$ cat config.mk
export PLATFORM = sky130hd
export DESIGN_NAME = branch_pc_unit
export DESIGN_NICKNAME = d
export VERILOG_FILES = /design/src/rtl/branch_pc_unit_pkg.sv /design/src/rtl/branch_pc_unit_br_cond_decode.sv /design/src/rtl/branch_pc_unit.sv
export SDC_FILE = /design/constraint.sdc
export NUM_CORES = 1
export LEC_CHECK = 0
export BUFFER_PORTS_ARGS = -buffer_cell sky130_fd_sc_hd__buf_4
export CAP_MARGIN = 20
export CORE_ASPECT_RATIO = 0.9
export CORE_MARGIN = 2
export CORE_UTILIZATION = 30
export DETAILED_ROUTE_END_ITERATION = 6
export PLACE_DENSITY_LB_ADDON = 0.15
export SLEW_MARGIN = 20
export SYNTH_ARGS = -nofsm -noshare
export SYNTH_HDL_FRONTEND = slang
export SYNTH_HIERARCHICAL = 1
export SYNTH_SLANG_ARGS = --single-unit
$ cat constraint.sdc
create_clock -name clk_i -period 2.69 [get_ports clk_i]
set_input_delay 0.6725 -clock clk_i [delete_from_list [all_inputs] [get_ports clk_i]]
set_output_delay 0.6725 -clock clk_i [all_outputs]
set_load 0.02 [all_outputs]
$ cat src/rtl/branch_pc_unit_pkg.sv
// Shared processor definitions: datapath width, branch funct3 encodings,
// and the fetch redirect FSM states.
package branch_pc_unit_pkg;

  localparam int unsigned XLEN = 32;

  localparam logic [2:0] F3_BEQ  = 3'b000;
  localparam logic [2:0] F3_BNE  = 3'b001;
  localparam logic [2:0] F3_BLT  = 3'b100;
  localparam logic [2:0] F3_BGE  = 3'b101;
  localparam logic [2:0] F3_BLTU = 3'b110;
  localparam logic [2:0] F3_BGEU = 3'b111;

  typedef enum logic {
    ST_RUN   = 1'b0,
    ST_FLUSH = 1'b1
  } state_e;

endpackage

$ cat src/rtl/branch_pc_unit_br_cond_decode.sv
// Branch condition decode: maps funct3 and comparator flags to a taken bit
// and selects comparator signedness.
module br_cond_decode
  import branch_pc_unit_pkg::*;
(
  input  logic [2:0] funct3,
  input  logic       less,
  input  logic       equal,
  output logic       taken,
  output logic       br_unsigned
);

  assign br_unsigned = funct3[1];

  always_comb begin
    taken = 1'b0;
    case (funct3)
      F3_BEQ:           taken = equal;
      F3_BNE:           taken = ~equal;
      F3_BLT, F3_BLTU:  taken = less;
      F3_BGE, F3_BGEU:  taken = ~less;
      default:          taken = 1'b0;
    endcase
  end

endmodule

$ cat src/rtl/branch_pc_unit.sv
// Fetch PC register with branch/jump redirect and a post-redirect flush
// window that squashes younger pipeline slots.
module branch_pc_unit
  import branch_pc_unit_pkg::*;
#(
  parameter logic [XLEN-1:0] RESET_PC     = 32'h0000_0000,
  parameter int unsigned     FLUSH_CYCLES = 2
) (
  input  logic            clk_i,
  input  logic            rst_i,
  input  logic            stall_i,
  input  logic            is_branch_i,
  input  logic            is_jal_i,
  input  logic            is_jalr_i,
  input  logic [2:0]      funct3_i,
  input  logic            br_less_i,
  input  logic            br_equal_i,
  input  logic [XLEN-1:0] target_i,
  output logic            br_unsigned_o,
  output logic [XLEN-1:0] pc_o,
  output logic [XLEN-1:0] pc_plus4_o,
  output logic            redirect_o,
  output logic            flush_o
);

  localparam logic [2:0] FLUSH_LOAD = 3'(FLUSH_CYCLES - 1);

  state_e          state, state_next;
  logic [2:0]      cnt, cnt_next;
  logic [XLEN-1:0] pc, pc_next;
  logic            taken;
  logic            redirect;

  br_cond_decode u_cond (
    .funct3      (funct3_i),
    .less        (br_less_i),
    .equal       (br_equal_i),
    .taken       (taken),
    .br_unsigned (br_unsigned_o)
  );

  always_ff @(posedge clk_i) begin
    if (rst_i) begin
      state <= ST_RUN;
      cnt   <= '0;
      pc    <= RESET_PC;
    end else begin
      state <= state_next;
      cnt   <= cnt_next;
      pc    <= pc_next;
    end
  end

  always_comb begin
    state_next = state;
    cnt_next   = cnt;
    case (state)
      ST_RUN: begin
        if (redirect) begin
          state_next = ST_FLUSH;
          cnt_next   = FLUSH_LOAD;
        end
      end
      ST_FLUSH: begin
        if (!stall_i) begin
          if (cnt == '0) state_next = ST_RUN;
          else           cnt_next   = cnt - 3'd1;
        end
      end
      default: state_next = ST_RUN;
    endcase
  end

  // Jumps take precedence over branches; flush cycles never redirect.
  always_comb begin
    redirect = ~rst_i & (state == ST_RUN) & ~stall_i &
               (is_jal_i | is_jalr_i | (is_branch_i & taken));
    flush_o  = ~rst_i & (state == ST_FLUSH);
  end

  always_comb begin
    pc_next = pc + 32'd4;
    if (stall_i)       pc_next = pc;
    else if (redirect) pc_next = {target_i[XLEN-1:1], target_i[0] & ~is_jalr_i};
  end

  assign redirect_o = redirect;
  assign pc_o       = pc;
  assign pc_plus4_o = pc + 32'd4;

endmodule
* Word-level counts from Yosys, hierarchy flattened
Cells that the tools add are included.
** Word-level totals
- Logic and storage cells :: 42
- Output and inout port bits :: 67
- Register bits after elaboration :: 36
** Cells by class
- Equal/unequal tests :: 8
- Bitwise gates (word level) :: 14
- Mux-type cells :: 10
- Reduce and logical (&&, ||, !) cells :: 5
- Add/sub/neg operators :: 2
** Operators by type and width (number)
- $add 32x3->32 const B :: 1
- $mux 32 :: 1
- $eq 3x3->1 const B :: 4
- $mux 3 :: 3
- $and 1x1->1 :: 6
- $logic_not 3->1 :: 2
- $ne 2x2->1 const B :: 3
- $not 1->1 :: 6
- $pmux 3 s2 :: 1
- $pmux 1 s4 :: 1
- $reduce_or 2->1 :: 2
- $eq 3x1->1 const B :: 1
- $mux 1 :: 3
- $reduce_and 3->1 :: 1
- $sub 3x1->3 const B :: 1
- $or 1x1->1 :: 2
- $pmux 1 s2 :: 1

* Logic depth before layout (Yosys ltp)
Gate-level depths: netlist (run 1).
- Depth after elaboration :: 8
- Mapped depth :: 8
- Mapped depth without buffers :: 7

* Hierarchy
The synthesis (run 1) kept the hierarchy.
** Modules (own cells, without submodules)
- branch_pc_unit :: area an instance 2924.1 µm², sequential area each 720.7 µm², instances 1, cells an instance 384
- br_cond_decode :: area an instance 43.8 µm², sequential area each 0.0 µm², instances 1, cells an instance 6

* Least setup slack after synthesis (run 1)
Ideal clock, no wire load.
- Kind :: input -> output
- From :: input funct3_i[2]
- To :: output redirect_o
- Arrival :: 2.246 ns
- Path slack :: -0.228 ns
- Cell stages on the path :: 6
- Path buffers :: 1
- Required time :: 2.017 ns
- Path through :: or3_1 -> a32oi_1 -> a211o_1 -> nand2_1 -> buf_2 -> nor3_1
** Between the ends
- Cells in the longest elaborated chain, start to end :: 6
** RTL lines
- start: declaration :: RTL line branch_pc_unit.sv:15 : input logic [2:0] funct3_i,
- $eq 3x3->1 :: RTL line branch_pc_unit_br_cond_decode.sv:17 : case (funct3)
- $reduce_or 2->1 :: RTL line branch_pc_unit_br_cond_decode.sv:17
- $pmux 1 s4 * :: RTL line branch_pc_unit_br_cond_decode.sv:17
- named net taken :: RTL line branch_pc_unit.sv:31 : logic taken;
- $and 1x1->1 * :: RTL line branch_pc_unit.sv:77 : (is_jal_i | is_jalr_i | (is_branch_i & taken));
- $or 1x1->1 * :: RTL line branch_pc_unit.sv:77
- $and 1x1->1 * :: RTL line branch_pc_unit.sv:76 : redirect = ~rst_i & (state == ST_RUN) & ~stall_i &
- end: declaration :: RTL line branch_pc_unit.sv:22 : output logic redirect_o,
Mark *: on every way through the listed nets, which the timed path passes. The rest lies on a longest branch.

* Worst setup path in the final report (run 1)
Same ends and word-level chain as after synthesis.

==> out/metrics.cfg, run 1 <==
[logic_synthesis]
syn_avg_cell_area_um2=7.61
synth_most_common_cell=dfxtp_1
ys_top_cells_by_area=dfxtp_1 24%, xnor2_1 6.2%, nand2_1 4.0%
synth_nets=436
synth_edf_count=0
netlist_area_um2=2970
synth_top_area_share_pct=24.3
synth-seq-area-share_pct=24.3
synth_cells=390
yosysTopAreaCell=dfxtp_1
synth_flop_cell=dfxtp_1
synth.ff_latch_count=36
synthArstFlopShare_pct=0
synth.distinct_cells=64
yosysWarnings=6
synth_common_cells=36 x dfxtp_1, 32 x nand2_1, 24 x inv_1

[die]
die_area_um2=10700
core_um2=9660
pin_count=110
num_rows=34
dieHeight_um=98.4
die_w_um=109
start_util_pct=30.7

[layout]
layout.nets=537
area_delta_synth_final_pct=39.3
diodes=0
layout.area.seq_um2=737
drive_gt1_share_pct=36.2
fin_cells=618
utilization_pct=42.8
multiInputGateArea_um2=2000
nFillCells=1009

[drt]
wl_um=10400
dr.pass1.iters=5
wl_per_cell_um=16.8
vias_per_cell=5.54
drc=0
vias=3424
initialDrtViolationCount=157
ant_nets=0

[timing]
period_minus_slack_ns=2.61
worst_slew_pin_slew_ns=0.585
slew_violations=0
slew_headroom_pct=61.0
rsz0062_at_grt=true
fin_crit_sh_pct=96.9
hold_viol_final=0
fmax_mhz=384
setup_viol=0
fin_skew_ns=0.00695

[placed_design]
globalplace.congestion=0.799
dp.cells=610
io_buffer_count=109
dpl.hpwl_um=7540

[power]
powerDensity_nw_per_um2=418
finalPower_uw=1730
peakVddDrop_v=0.000206
p_leak_uw=0.00168

[flow_run]
drv_cap=0

[grt]
grt_first_pass_wirelength_um=16300
grt_antenna_before_repair=0
grt-ovfl-total=0
grt_start_max_net_pins=31
grt_usage_pct=19.1
grt_pass1_vias=3197

[run_status]
outcome=completed

[cts]
cts_max_level=2
post_cts_buffers=0
path_clk_slew_ns=0.08
cts_max_path_buffers=2
cts_buffers=5
clock-root-buffer=clkbuf_8
cts_tree=built
worstSkewPairLatency_ns=0.30
cts_sinks=36

[worst_setup_path]
crit_type=in -> out
crit_path_frequent_cell=buf_4
worst_setup_path_end_kind=primary output
path_cells=buf_4 > or3_1 > a32oi_2 > a211o_1 > nand2_1 > nor3_4 > buf_4
setup.worst_path.start_class=input pin
crit_path_top_delay_cell=or3_1
worst-path-max-fanout=4
crit_required_ns=2.02
cp_data_arrival_time_ns=1.93
max_stage_delay_ns=0.38

[min_path]
min_path_type=reg -> reg

[registers in the layout (all words and copies together) (netlist names)]
| register | cells |
|---|---|
| pc_o | 32 |
| state | 1 |
| cnt | 3 |
[critical path: cells and delay by family]
| kind | cells | cell delay (ns) |
|---|---|---|
| buffers and inverters | 2 | 0.27 |
| AOI/OAI and AO/OA | 2 | 0.39 |
| and+or+nand+nor | 3 | 0.61 |
[cell families after synthesis]
group,after synthesis,synth area share (%)
XOR/XNOR,27,7.97
AND/OR/NAND/NOR,141,27.5
buffers and inverters,68,11.0
flip-flops,36,24.3
adder cells (fa/ha/maj),3,1.26
AO/OA/AOI/OAI,115,28.0
[cells in the final DEF, fill, tap and decap left out, types with 4 or more instances in the layout]
cell,count
or4_1,6
inv_1,24
o41ai_1,5
o32ai_1,9
nand4_1,16
clkbuf_8,5
a21oi_1,22
dfxtp_2,7
o21a_1,5
a31oi_1,8
xor2_1,6
a211oi_1,8
nand2_1,32
o211ai_1,13
nand3_1,21
dfxtp_1,27
buf_4,136
o2111ai_1,4
nor3_1,11
and3_1,15
a22oi_1,4
xnor2_1,21
nor4_2,4
nor2_1,7
o31a_1,5
o21ai_0,13
[through the flow]
stage	hold WS [ns]	TNS [ns]	setup WS (ns)	area, um^2
floorplan	0.450	0	0.0136	2980
global placement	0.458	0	0.0446	3950
detailed placement	0.466	0	0.0373	3950
CTS	0.478	-0.0554	-0.0294	4080
global route	0.497	-0.0154	-0.0101	4130
finish	0.476	0	0.0836	4130
[final timing paths]
| path | to | startpoint | slack, ns | depth (start not counted) |
|---|---|---|---|---|
| min reg2reg | cnt[2] | cnt[2] | 0.48 | 2 |
| max | redirect_o | funct3_i[2] | 0.08 | 7 |
| min | cnt[2] | cnt[2] | 0.48 | 2 |
| max reg2reg | cnt[2] | state | 0.71 | 4 |
[final cells by class]
cell class	instances	area share (%)
tap	126	3.81
multi-input combinational	286	48.3
clock buffer	6	1.76
sequential	36	17.8
clock inverter	2	0.847
inverter	25	2.27
timing repair buffer	137	25.2
[timing repair]
action	in CTS	in global routing
hold buffers	0	0
setup endpoints to repair	17	17
pin swaps	0	2
gates resized for setup	9	18
[per-layer routing]
metal	part of all wire, %	global-route usage (%)	vias to the layer above
li1	-	-	1664
met1	48	27.4	1616
met2	45	29.8	134
met3	6.0	2.67	10
met4	1.2	5.33	0
met5	0	0	-
[where the power goes]
group          switching, uW  internal, uW  leakage [uW]  total [uW]
logic                    327           269       0.00132         596
clock network            220           276     0.0000552         496
registers               62.3           575      0.000300         638
total                    610          1120       0.00168        1730
(Power assumes the default switching activity.)
==> run 2: changes to the inputs <==
- ABC_AREA: unset -> 1
- CORE_UTILIZATION: 30 -> 49
==> run 2 against run 1 <==
  * Design area decreased by 14%
  * Area after synthesis decreased by 12%
  * Largest cell class unchanged
  * Cell count decreased by 0.49%
  * Clock skew increased by 0.0024 ns
  * Highest routed layer unchanged
  * Sequential share of layout area is 2.5 points higher
  * Fmax up 1.5%
  * Sequential power is 3% lower
  * Clock power barely moved
  * Via count decreased by 8.4%
==> out/metrics.cfg, run 2 <==
[die]
num_rows=25  ; -26%
start_util_pct=50.5  ; +20 points
pin_count=110  ; unchanged
core_um2=5190  ; -46%
die_area_um2=5950  ; -44%
die_w_um=81.1  ; -25%
dieHeight_um=73.4  ; -25%

[power]
finalPower_uw=1560  ; -10%
p_sw_share_pct=33.4  ; -1.9 points
p_sw_uw=520  ; -15%
peakVddDrop_v=0.000298  ; +45%
powerDensity_nw_per_um2=438  ; +4.6%
combPwrFrac_pct=28.1  ; -6.3 points
sequentialPowerShare_pct=39.9  ; +3.0 points
p_clk_share_pct=31.9  ; +3.2 points
internal_power_uw=1040  ; -7.4%
p_leak_uw=0.00173  ; +3.4%

[logic_synthesis]
synth.distinct_cells=30  ; -53%
netlist_area_um2=2620  ; -12%
synth_cells=444  ; +14%
synthArstFlopShare_pct=0  ; unchanged
synth_flop_cell=dfxtp_1
synth_top_area_share_pct=27.5  ; +3.2 points
synth_nets=490  ; +12%
yosysWarnings=6  ; unchanged
synth_edf_count=0  ; unchanged
synth_most_common_cell=nand2_1
synth_common_cells=156 x nand2_1, 69 x nor2_1, 36 x dfxtp_1, 36 x nand3_1, 31 x inv_1
synth.ff_latch_count=36  ; unchanged
ys_top_cells_by_area=dfxtp_1 27%, nand2_1 22%, nor2_1 9.9%
syn_avg_cell_area_um2=5.90  ; -22%
yosysTopAreaCell=dfxtp_1
synth-seq-area-share_pct=27.5  ; +3.2 points

[drt]
dr.pass1.iters=4  ; -1
route.met3.wl_um=674  ; +8.5%
vias=3135  ; -8.4%
ant_nets=0  ; unchanged
initialDrtViolationCount=176  ; +12%
wl_met2_um=3780  ; -19%
wl_um=7860  ; -24%
vias_per_cell=5.10  ; -8.0%
wl_per_cell_um=12.8  ; -24%
drc=0  ; unchanged
highest_layer=met4
drt-met1-wl_um=3300  ; -33%

[min_path]
hold_end=pc_o[31]
min_path_type=reg -> reg
hp-start=pc_o[31]
min_delay_path_depth=2  ; unchanged

[worst_setup_path]
max_stage_delay_ns=0.38  ; about the same
rr_startpoint=pc_o[3]
r2r_slack_ns=1.10  ; +0.39 ns
worst_setup_path_end_kind=primary output
reg2reg_to=pc_o[24]
crit_type=reg -> out
crit_family=simple AND/OR/NAND/NOR gates
cp_data_arrival_time_ns=1.90  ; -0.03 ns
setup.worst_path.start_class=flop
r2r_cells=10  ; +6
cp.depth=8  ; +1
crit_required_ns=2.02  ; about the same
crit_path_top_delay_cell=dfxtp_1
crit_path_frequent_cell=nand2_1
path_cells=ha_2 > nand2_1 > nor2_1 > nand2_1 > nor2_1 > nand2_1 > and2_1 > buf_4
worst-path-max-fanout=4  ; unchanged
cp_num_buf_inv=1  ; -1

[layout]
final_cell_mix=154 x nand2_1, 112 x buf_4, 68 x nor2_1
nFillCells=490  ; -51%
largest_reg_flops=32  ; unchanged
diodes=0  ; unchanged
drive_gt1_share_pct=26.3  ; -9.9 points
area_delta_synth_final_pct=35.6
layout.area.seq_um2=722  ; -2.0%
fin_cells=615  ; -0.49%
mostFrequentLayoutCell=nand2_1
multiInputGateArea_um2=1650  ; -17%
layout.nets=593  ; +10%

[grt]
grt_start_max_net_pins=26  ; -16%
grt_antenna_before_repair=0  ; unchanged
grt_first_pass_wirelength_um=13000  ; -21%
grt_pass1_vias=2898  ; -9.4%
grt_usage_pct=27.5  ; +8.4 points
grt-ovfl-total=0  ; unchanged

[timing]
hold_ws_ns=0.505  ; +0.0286 ns
fmax_mhz=389  ; +1.5%
setup_viol=0  ; unchanged
slew_violations=0  ; unchanged
hold_viol_final=0  ; unchanged
worst_slew_pin_slew_ns=1.10  ; +0.519 ns
rsz0062_at_grt=false
slew_headroom_pct=26.1  ; -35 points
fin_tns_setup_ns=0  ; unchanged
fin_crit_sh_pct=95.5  ; -1.4 points
setup_ws_ns=0.122  ; +0.0381 ns
period_minus_slack_ns=2.57  ; -0.0381 ns
fin_skew_ns=0.00930  ; +0.00236 ns

[placed_design]
globalplace.congestion=0.914  ; +14%
dp.cells=607  ; -0.49%
detailedPlace.worstSlack_ns=0.346  ; +0.309 ns
io_buffer_count=109  ; unchanged
dpl.hpwl_um=6170  ; -18%

[cts]
post_cts_buffers=0  ; unchanged
cts_buffers=5  ; unchanged
cts_max_level=2  ; unchanged
cts_tree=built
worstSkewPairLatency_ns=0.31  ; about the same
clock-root-buffer=clkbuf_8
cts_max_path_buffers=2  ; unchanged
path_clk_slew_ns=0.08  ; about the same
cts_sinks=36  ; unchanged

[run_status]
outcome=completed

[flow_run]
drv_cap=0  ; unchanged

run 2: cell count changes in the layout (fill, tap and decap cells not counted), sizes merged, moves of 8 or more:
cell    previous run  this run
nand2             32       161
nor2               9        77
buf              137       112
nand4             19         1
and3              17         0
nand3             21        36
xnor2             21         6
nor3              14         1
o211ai            14         1
inv               24        36
a211oi             9         0
o32ai              9         0
o21ai             13        21
run 2: routing by layer:
| metal | vias to the layer above | global-route usage, % |
|---|---|---|
| met5 | - | 0 |
| met2 | 113 | 46.1 |
| met3 | 14 | 5.41 |
| met1 | 1402 | 35.0 |
| met4 | 0 | 9.98 |
| li1 | 1606 | - |
run 2: per-stage QoR:
stage	cell area, um^2	util, %
3_5_place_dp	3430	66.0
4_1_cts	3540	68.1
2_1_floorplan	2620	-
3_3_place_gp	3430	66.0
6_report	3550	68.5
5_1_grt	3550	68.5
run 2: cell type report:
type                       instances  share of cell area, %
multi-input combinational        355                   46.5
timing repair buffer             112                   23.7
sequential                        36                   20.3
inverter                          37                   4.05
tap                               67                   2.36
clock buffer                       5                   1.94
clock inverter                     3                   1.20
run 2: logic make-up (layout without fill, tap and decap cells):
logic type / after synthesis / in the layout / share of synthesized area (%)
simple gates: 287 / 287 / 46.5
flops: 36 / 36 / 27.5
buf+inv: 53 / 157 / 10.0
xor+xnor: 8 / 8 / 2.96
compound gates: 57 / 57 / 11.6
fa+ha+maj: 3 / 3 / 1.43
run 2: worst reg2reg max path: cells and delay by family (launching register included):
family,cells,cell delay (ns)
and+or+nand+nor,9,0.88
DFF,1,0.38
adders and majority gates,1,0.22
run 2: worst max path at each step:
stage	start	endpoint	slack, ns
2_1_floorplan	pc_o[2]	pc_plus4_o[18]	0.51
3_3_place_gp	pc_o[2]	pc_plus4_o[18]	0.44
3_5_place_dp	pc_o[2]	pc_plus4_o[18]	0.35
4_1_cts	pc_o[2]	pc_plus4_o[18]	0.01
5_1_grt	pc_o[3]	pc_plus4_o[22]	0.01
6_report	pc_o[3]	pc_plus4_o[16]	0.12
run 2: power by group through the flow:
stage	Combinational, uW	Sequential, uW	Clock, uW
floorplan	228	657	0
global placement	431	631	0
detailed placement	438	632	0
CTS	439	620	502
global route	482	627	518
finish	437	622	497
run 2: what timing repair did:
item / in CTS / in global routing
setup endpoints to repair: 0 / 7
gates resized for setup: 0 / 6
hold buffers: 0 / 0
